### src/rtl/led_pattern_pkg.sv
// Shared types and constants for the LED pattern generator and its channels.
// Breathe duty is a fixed 8-bit quantity so it lines up with the shared PWM counter.
package led_pattern_pkg;

  localparam int MODE_W = 2;
  localparam int DUTY_W = 8;
  localparam logic [DUTY_W-1:0] DUTY_MAX = '1;

  typedef enum logic [MODE_W-1:0] {
    MODE_OFF     = 2'd0,
    MODE_ON      = 2'd1,
    MODE_BLINK   = 2'd2,
    MODE_BREATHE = 2'd3
  } mode_e;

  typedef enum logic {
    DIR_UP   = 1'b0,
    DIR_DOWN = 1'b1
  } dir_e;

  typedef struct packed {
    logic [DUTY_W-1:0] duty;
    dir_e              dir;
  } breathe_t;

  // One breathe step: the end points are held for one extra step while the direction flips.
  function automatic breathe_t breathe_step(input breathe_t cur);
    breathe_t nxt;
    nxt = cur;
    if (cur.dir == DIR_UP) begin
      if (cur.duty == DUTY_MAX) nxt.dir = DIR_DOWN;
      else                      nxt.duty = cur.duty + DUTY_W'(1);
    end else begin
      if (cur.duty == '0) nxt.dir = DIR_UP;
      else                nxt.duty = cur.duty - DUTY_W'(1);
    end
    return nxt;
  endfunction

endpackage

### src/rtl/led_pattern_gen_channel.sv
// One LED channel: holds its own mode/period and the tick count, blink and breathe state.
// The led output is combinational; the top level registers it.
module led_channel
  import led_pattern_pkg::*;
#(
  parameter int PERIOD_W       = 8,
  parameter int DEFAULT_MODE   = 2,
  parameter int DEFAULT_PERIOD = 250
) (
  input  logic                clk_60mhz,
  input  logic                rst,
  input  logic                tick,
  input  logic                wr_en,
  input  logic [MODE_W-1:0]   mode,
  input  logic [PERIOD_W-1:0] period,
  input  logic [DUTY_W-1:0]   pwm_cnt,
  output logic                led
);

  localparam mode_e                RESET_MODE   = mode_e'(MODE_W'(DEFAULT_MODE));
  localparam logic [PERIOD_W-1:0] RESET_PERIOD = PERIOD_W'(DEFAULT_PERIOD);

  mode_e                mode_q, mode_d;
  logic [PERIOD_W-1:0]  period_q, period_d;
  logic [PERIOD_W-1:0]  count_q, count_d;
  logic                 blink_q, blink_d;
  breathe_t             breathe_q, breathe_d;
  logic [PERIOD_W-1:0]  period_last;
  logic                 step;

  always_ff @(posedge clk_60mhz or posedge rst) begin
    if (rst) begin
      mode_q    <= RESET_MODE;
      period_q  <= RESET_PERIOD;
      count_q   <= '0;
      blink_q   <= 1'b0;
      breathe_q <= '{duty: '0, dir: DIR_UP};
    end else begin
      mode_q    <= mode_d;
      period_q  <= period_d;
      count_q   <= count_d;
      blink_q   <= blink_d;
      breathe_q <= breathe_d;
    end
  end

  // A period of 0 behaves as 1, so the terminal count is never below zero.
  always_comb begin
    period_last = (period_q == '0) ? '0 : period_q - PERIOD_W'(1);
    step        = (count_q == period_last);
    mode_d      = mode_q;
    period_d    = period_q;
    count_d     = count_q;
    blink_d     = blink_q;
    breathe_d   = breathe_q;
    if (wr_en) begin
      mode_d    = mode_e'(mode);
      period_d  = period;
      count_d   = '0;
      blink_d   = 1'b0;
      breathe_d = '{duty: '0, dir: DIR_UP};
    end else if (tick) begin
      if (step) begin
        count_d = '0;
        if (mode_q == MODE_BLINK)   blink_d   = ~blink_q;
        if (mode_q == MODE_BREATHE) breathe_d = breathe_step(breathe_q);
      end else begin
        count_d = count_q + PERIOD_W'(1);
      end
    end
  end

  always_comb begin
    led = 1'b0;
    unique case (mode_q)
      MODE_OFF:     led = 1'b0;
      MODE_ON:      led = 1'b1;
      MODE_BLINK:   led = blink_q;
      MODE_BREATHE: led = (pwm_cnt < breathe_q.duty);
      default:      led = 1'b0;
    endcase
  end

endmodule

### src/rtl/led_pattern_gen.sv
// Multi-channel LED driver top: prescaler, shared PWM counter, config decode and output register.
// Channels come up blinking at reset so the board shows life without a host.
module led_pattern_gen
  import led_pattern_pkg::*;
#(
  parameter int N_LEDS         = 6,
  parameter int TICK_DIV       = 60000,
  parameter int PERIOD_W       = 8,
  parameter int DEFAULT_MODE   = 2,
  parameter int DEFAULT_PERIOD = 250,
  localparam int CHAN_W        = (N_LEDS > 1) ? $clog2(N_LEDS) : 1
) (
  input  logic                clk_60mhz,
  input  logic                rst,
  input  logic                cfg_valid,
  output logic                cfg_ready,
  input  logic [CHAN_W-1:0]   cfg_chan,
  input  logic [MODE_W-1:0]   cfg_mode,
  input  logic [PERIOD_W-1:0] cfg_period,
  output logic                cfg_err,
  output logic [N_LEDS-1:0]   led,
  output logic                tick
);

  localparam int                 PRESC_W    = $clog2(TICK_DIV);
  localparam logic [PRESC_W-1:0] PRESC_LAST = PRESC_W'(TICK_DIV - 1);

  logic [PRESC_W-1:0] presc_cnt;
  logic [DUTY_W-1:0]  pwm_cnt;
  logic               accept;
  logic               chan_ok;
  logic [N_LEDS-1:0]  wr_en;
  logic [N_LEDS-1:0]  chan_led;

  // Prescaler and PWM counter free-run; config writes never disturb them.
  always_ff @(posedge clk_60mhz or posedge rst) begin
    if (rst) begin
      presc_cnt <= '0;
      tick      <= 1'b0;
      pwm_cnt   <= '0;
    end else begin
      presc_cnt <= (presc_cnt == PRESC_LAST) ? '0 : presc_cnt + PRESC_W'(1);
      tick      <= (presc_cnt == PRESC_LAST);
      pwm_cnt   <= pwm_cnt + DUTY_W'(1);
    end
  end

  // Extra bit keeps the range check correct when N_LEDS is a power of two.
  assign accept  = cfg_valid && cfg_ready;
  assign chan_ok = ({1'b0, cfg_chan} < (CHAN_W + 1)'(N_LEDS));

  always_ff @(posedge clk_60mhz or posedge rst) begin
    if (rst) begin
      cfg_ready <= 1'b0;
      cfg_err   <= 1'b0;
      led       <= '0;
    end else begin
      cfg_ready <= 1'b1;
      cfg_err   <= accept && !chan_ok;
      led       <= chan_led;
    end
  end

  for (genvar i = 0; i < N_LEDS; i++) begin : g_chan
    assign wr_en[i] = accept && chan_ok && (cfg_chan == CHAN_W'(i));

    led_channel #(
      .PERIOD_W       (PERIOD_W),
      .DEFAULT_MODE   (DEFAULT_MODE),
      .DEFAULT_PERIOD (DEFAULT_PERIOD)
    ) u_chan (
      .clk_60mhz (clk_60mhz),
      .rst       (rst),
      .tick      (tick),
      .wr_en     (wr_en[i]),
      .mode      (cfg_mode),
      .period    (cfg_period),
      .pwm_cnt   (pwm_cnt),
      .led       (chan_led[i])
    );
  end

endmodule

### config.mk
export PLATFORM = sky130hd
export DESIGN_NAME = led_pattern_gen
export DESIGN_NICKNAME = d
export VERILOG_FILES = /design/src/rtl/led_pattern_pkg.sv /design/src/rtl/led_pattern_gen_channel.sv /design/src/rtl/led_pattern_gen.sv
export SDC_FILE = /design/constraint.sdc
export NUM_CORES = 1
export LEC_CHECK = 0
export BUFFER_PORTS_ARGS = -buffer_cell sky130_fd_sc_hd__buf_4
export CORE_MARGIN = 4
export CORE_UTILIZATION = 50
export DETAILED_ROUTE_END_ITERATION = 16
export PLACE_DENSITY = 0.66
export SETUP_SLACK_MARGIN = 0.5
export SYNTH_ARGS = -nofsm -noshare
export SYNTH_HDL_FRONTEND = slang
export SYNTH_HIERARCHICAL = 1
export SYNTH_SLANG_ARGS = --single-unit
### constraint.sdc
create_clock -name clk_60mhz -period 4.3 [get_ports clk_60mhz]
set_clock_uncertainty 0.05 [all_clocks]
set_input_delay 0.645 -clock clk_60mhz [delete_from_list [all_inputs] [get_ports clk_60mhz]]
set_output_delay 0.645 -clock clk_60mhz [all_outputs]
set_load 0.02 [all_outputs]
==> results.txt <==
----------------------------------------------------
[Outcome]
  Run status ... completed

[Clock network]
  Buffer count from post-CTS setup fixing ... 0
  Post-cts resize count ... 0
  Max H-tree Level ... 1
  Worst skew pair latency ... 0.52 ns
  Number of buffers between clock root and the deepest sink ... 3
  CTS tree ... done
  Clock sinks ... 201
  Total of hold buffers inserted after clock tree synthesis ... 0
  Clock slew seen by the registers of the worst setup and hold paths ... 0.05 ns
  Clock buffers created by TritonCTS ... 25
  Clock Root Buffer ... clkbuf_16

[Routing]
  Routed wire length ... around 32000 µm
  Wire length on met2 ... ~15000 µm
  Average wire length per cell after detail routing ... 16.80 µm
  Detail Route Antenna Nets ... 0
  Routed vias ... 11115
  Violation count after the first detailed-routing iteration ... just under 800
  Number of detailed-routing iterations run before antenna repair ... 4
  Met3 wire length ... 1187 µm
  Vias per Instance ... a little under 6
  Detailed-route DRC error count ... 0
  Highest signal layer in the routed design ... met4
  WL met1 ... roughly 15000 µm

[Layout]
  Post-Layout Cell Count ... slightly below 2000
  Final net count ... 1640
  Ratio of cells with drive above 1 in the final layout ... between 15 and 20%
  Final antenna diode count ... 0
  Post-Layout Inst Area ... about 15000 µm²
  Final core utilization ... 55.63%
  Layout area overhead ... 9.300%

[Power]
  Leakage power total ... approximately 6.8 nW
  Max IR drop VDD ... 0.2756 mV
  Proportion of power drawn by flip-flops and latches ... 39.5%
  Switching part of the total ... about 33%
  Reported net switching power ... about 2.2 mW
  Power share of the combinational group ... 28.7%
  Pwr/cell area ... 425.4 nW/µm²
  Int Pwr ... around 4.4 mW
  Share of power burned in the clock network ... roughly a third

[Placement]
  Number of buffers inserted by port buffering ... 24
  Detail Placement HPWL ... 22440 µm
  Cell count after placement ... 1877
  Last weighted congestion value of the routability-driven placer ... 0.8847
  Placed standard-cell area ... 14670 µm²

[Setup path]
  Data arrival time of the critical path ... just under 4 ns
  Worst r2r path cells ... 9
  Worst Setup Start Kind ... flop
  Endpoint of the worst setup timing path ... g_chan[3].u_chan/breathe_q[7]
  Crit path launch ... g_chan[3].u_chan/period_q[0]
  Reg-to-reg slack, setup ... 0.73 ns
  Startpoint-to-endpoint class of the critical path ... reg -> reg
  Destination of the worst register-to-register timing path ... g_chan[3].u_chan/breathe_q[7]
  Cell with the largest stage delay on the worst path ... nor4_4
  Longest individual stage delay on the worst path ... 0.65 ns
  Required time of the critical path ... 4.65 ns
  Maximum fanout along the worst path ... 12
  List of cells traversed by the critical path ... inv_1, ha_1, or3b_2, o32ai_1, nor2_1, a2111o_1, nor4_4, nand2_2, mux2_2
  Capturing element type of the critical path ... flop
  R2r startpoint ... g_chan[3].u_chan/period_q[0]

[Global routing]
  Via count of the first global-routing pass ... around 11000
  Wire length of the first global-routing pass ... roughly 54000 µm
  Total global routing track utilization ... 20.89%
  Grt ovf ... 0
  Maximum number of pins on one net before global-route repair ... 39
  Antenna violations before repair ... 0

[Logic synthesis]
  Total nets after synthesis ... 1620
  Dominant cell type by area after synthesis ... dfrtp_1
  Post-synth top area share ... 28.06%
  Top_reg_cell synth ... dfrtp_1
  Cell types with the highest counts after synthesis ... 159 x dfrtp_1, 150 x nor2_1, 95 x inv_1, 92 x ha_1, 79 x mux2_2
  Post-synthesis area per instance ... 9.416 µm²
  Synth Cell Area ... roughly 14000 µm²
  Sequential area share after synthesis ... 35.84%
  Register bit count reported by yosys ... 201
  Post-synth EDFFs ... 0
  Synthesized instance count ... 1506
  Async set-reset flop share out of synthesis ... 100.0%
  Most common cell in the synthesized netlist ... dfrtp_1
  Number of warnings printed during yosys synthesis ... 6
  Leading post-synthesis cells by cell area ... dfrtp_1 28%, ha_1 8.1%, dfstp_2 7.8%
  Count of different cell masters after synthesis ... 75

[Die]
  # rows ... 61
  Number of primary I/O pins ... 25
  Vertical die dimension ... 176.4 µm
  Initial core utilization ... 50.90%
  Width of the chip ... between 150 and 200 µm
  Die Footprint ... 31120 µm²
  Placeable Area ... 27860 µm²

[Timing]
  Transition at the pin with the smallest max-transition slack ... 1.114 ns
  Final Max Tran Viols ... 0
  Final clock period utilization by the worst path ... just over 80%
  Number of setup violations in the final report ... 0
  Hold Vio Cnt, Final ... 0
  Sum Neg Setup Slack ... 0 ns
  Max Clock Freq ... 0.2798 GHz
  RSZ-0062 raised after global routing ... false
  Clock period minus final worst setup slack ... 3.574 ns
  Headroom to the max-slew limit ... between 20 and 30%

[Worst hold path]
  Type of the tightest min-delay check ... in -> async

[Run]
  Number of max-capacitance violations reported ... 0

----------------------------------------------------
[layout by cell type, fill, tap and decap left out, types with 8 or more instances in the layout]
master     instances
a211oi_1          12
a21o_1            12
a21oi_1           77
a31oi_1           16
and2_1            19
and3_1            24
buf_4             40
clkbuf_16         25
clkbuf_8          10
dfrtp_1          158
dfstp_2           42
ha_1              92
inv_1             95
mux2_2            79
mux2i_1           19
nand2_1           77
nand2b_1          39
nand3_1           57
nand4_1           27
nand4b_1           8
nor2_1           148
nor2b_1           23
nor3_1            38
nor3b_1           11
nor4_1            14
nor4b_1           11
o21a_1            12
o21ai_0           59
o31ai_1            9
or3_1              8
or3_2             10
or4_4              8
xnor2_1           58
xor2_1            43
[area by class of cell]
class / instances / area, µm²
multi-input combinational: 1163 / 8453
clock inverter: 5 / 50.05
sequential: 201 / 5084
tap: 378 / 473.0
fill: 2536 / 12360
clock buffer: 40 / 782.0
inverter: 95 / 356.6
timing repair buffer: 40 / 300.3
[power groups by stage]
stage / sequential, mW / clock, mW / combinational [mW]
after CTS: 2.60 / 2.14 / 1.90
final: 2.61 / 2.09 / 1.89
after global placement: 2.61 / 0 / 1.84
after detailed placement: 2.62 / 0 / 1.89
after floorplan: 2.52 / 0 / 1.56
after global routing: 2.66 / 2.23 / 2.13
[kinds of logic (layout without fill, tap and decap cells)]
family	count (synthesis)	in the layout	share of synthesized area, %
AO/OA/AOI/OAI	276	276	12.95
XOR/XNOR	101	101	6.238
adder cells (fa/ha/maj)	98	98	8.965
buffers and inverters	142	180	4.685
flip-flops	201	201	35.84
multiplexers	103	103	8.144
other	1	1	0.02645
AND/OR/NAND/NOR	584	584	23.14
[flip-flops by register name, indices dropped and copies added, names as in the netlist]
signal,flops
g_chan.u_chan/period_q,48
g_chan.u_chan/count_q,48
cfg_err,1
tick,1
led,6
pwm_cnt,8
cfg_ready,1
g_chan.u_chan/breathe_q,54
g_chan.u_chan/mode_q,12
presc_cnt,16
g_chan.u_chan/blink_q,6
[how the worst min path moves through the flow]
stage | end | slack, ns
after detailed placement | presc_cnt[15] | 0.43
after floorplan | presc_cnt[15] | 0.40
after global placement | presc_cnt[15] | 0.42
after CTS | cfg_ready | 0.004
after global routing | cfg_ready | 0.03
final | cfg_ready | 0.03
[worst max-delay path, delay by kind of cell, from the launching register on]
kind / cells / cell delay [ns]
AOI/OAI and AO/OA: 2 / 0.67
adders and majority gates: 1 / 0.32
buffers and inverters: 1 / 0.12
DFF: 1 / 0.43
muxes: 1 / 0.34
and+or+nand+nor: 4 / 1.52
[metal layers]
| metal | vias up | global-route usage [%] |
|---|---|---|
| met3 | 44 | 2.612 |
| met5 | - | 0 |
| met1 | 5438 | 28.92 |
| met2 | 178 | 35.13 |
| met4 | 0 | 5.093 |
| li1 | 5455 | - |
[metrics by stage]
stage	power (mW)	worst slack, ns	hold WS (ns)
2_1_floorplan	4.078	1.248	0.3961
3_3_place_gp	4.455	0.8591	0.4209
3_5_place_dp	4.512	0.7859	0.4264
4_1_cts	6.644	0.7506	0.003676
5_1_grt	7.023	0.5019	0.02736
6_report	6.593	0.7265	0.02618
(Power assumes the default switching activity.)
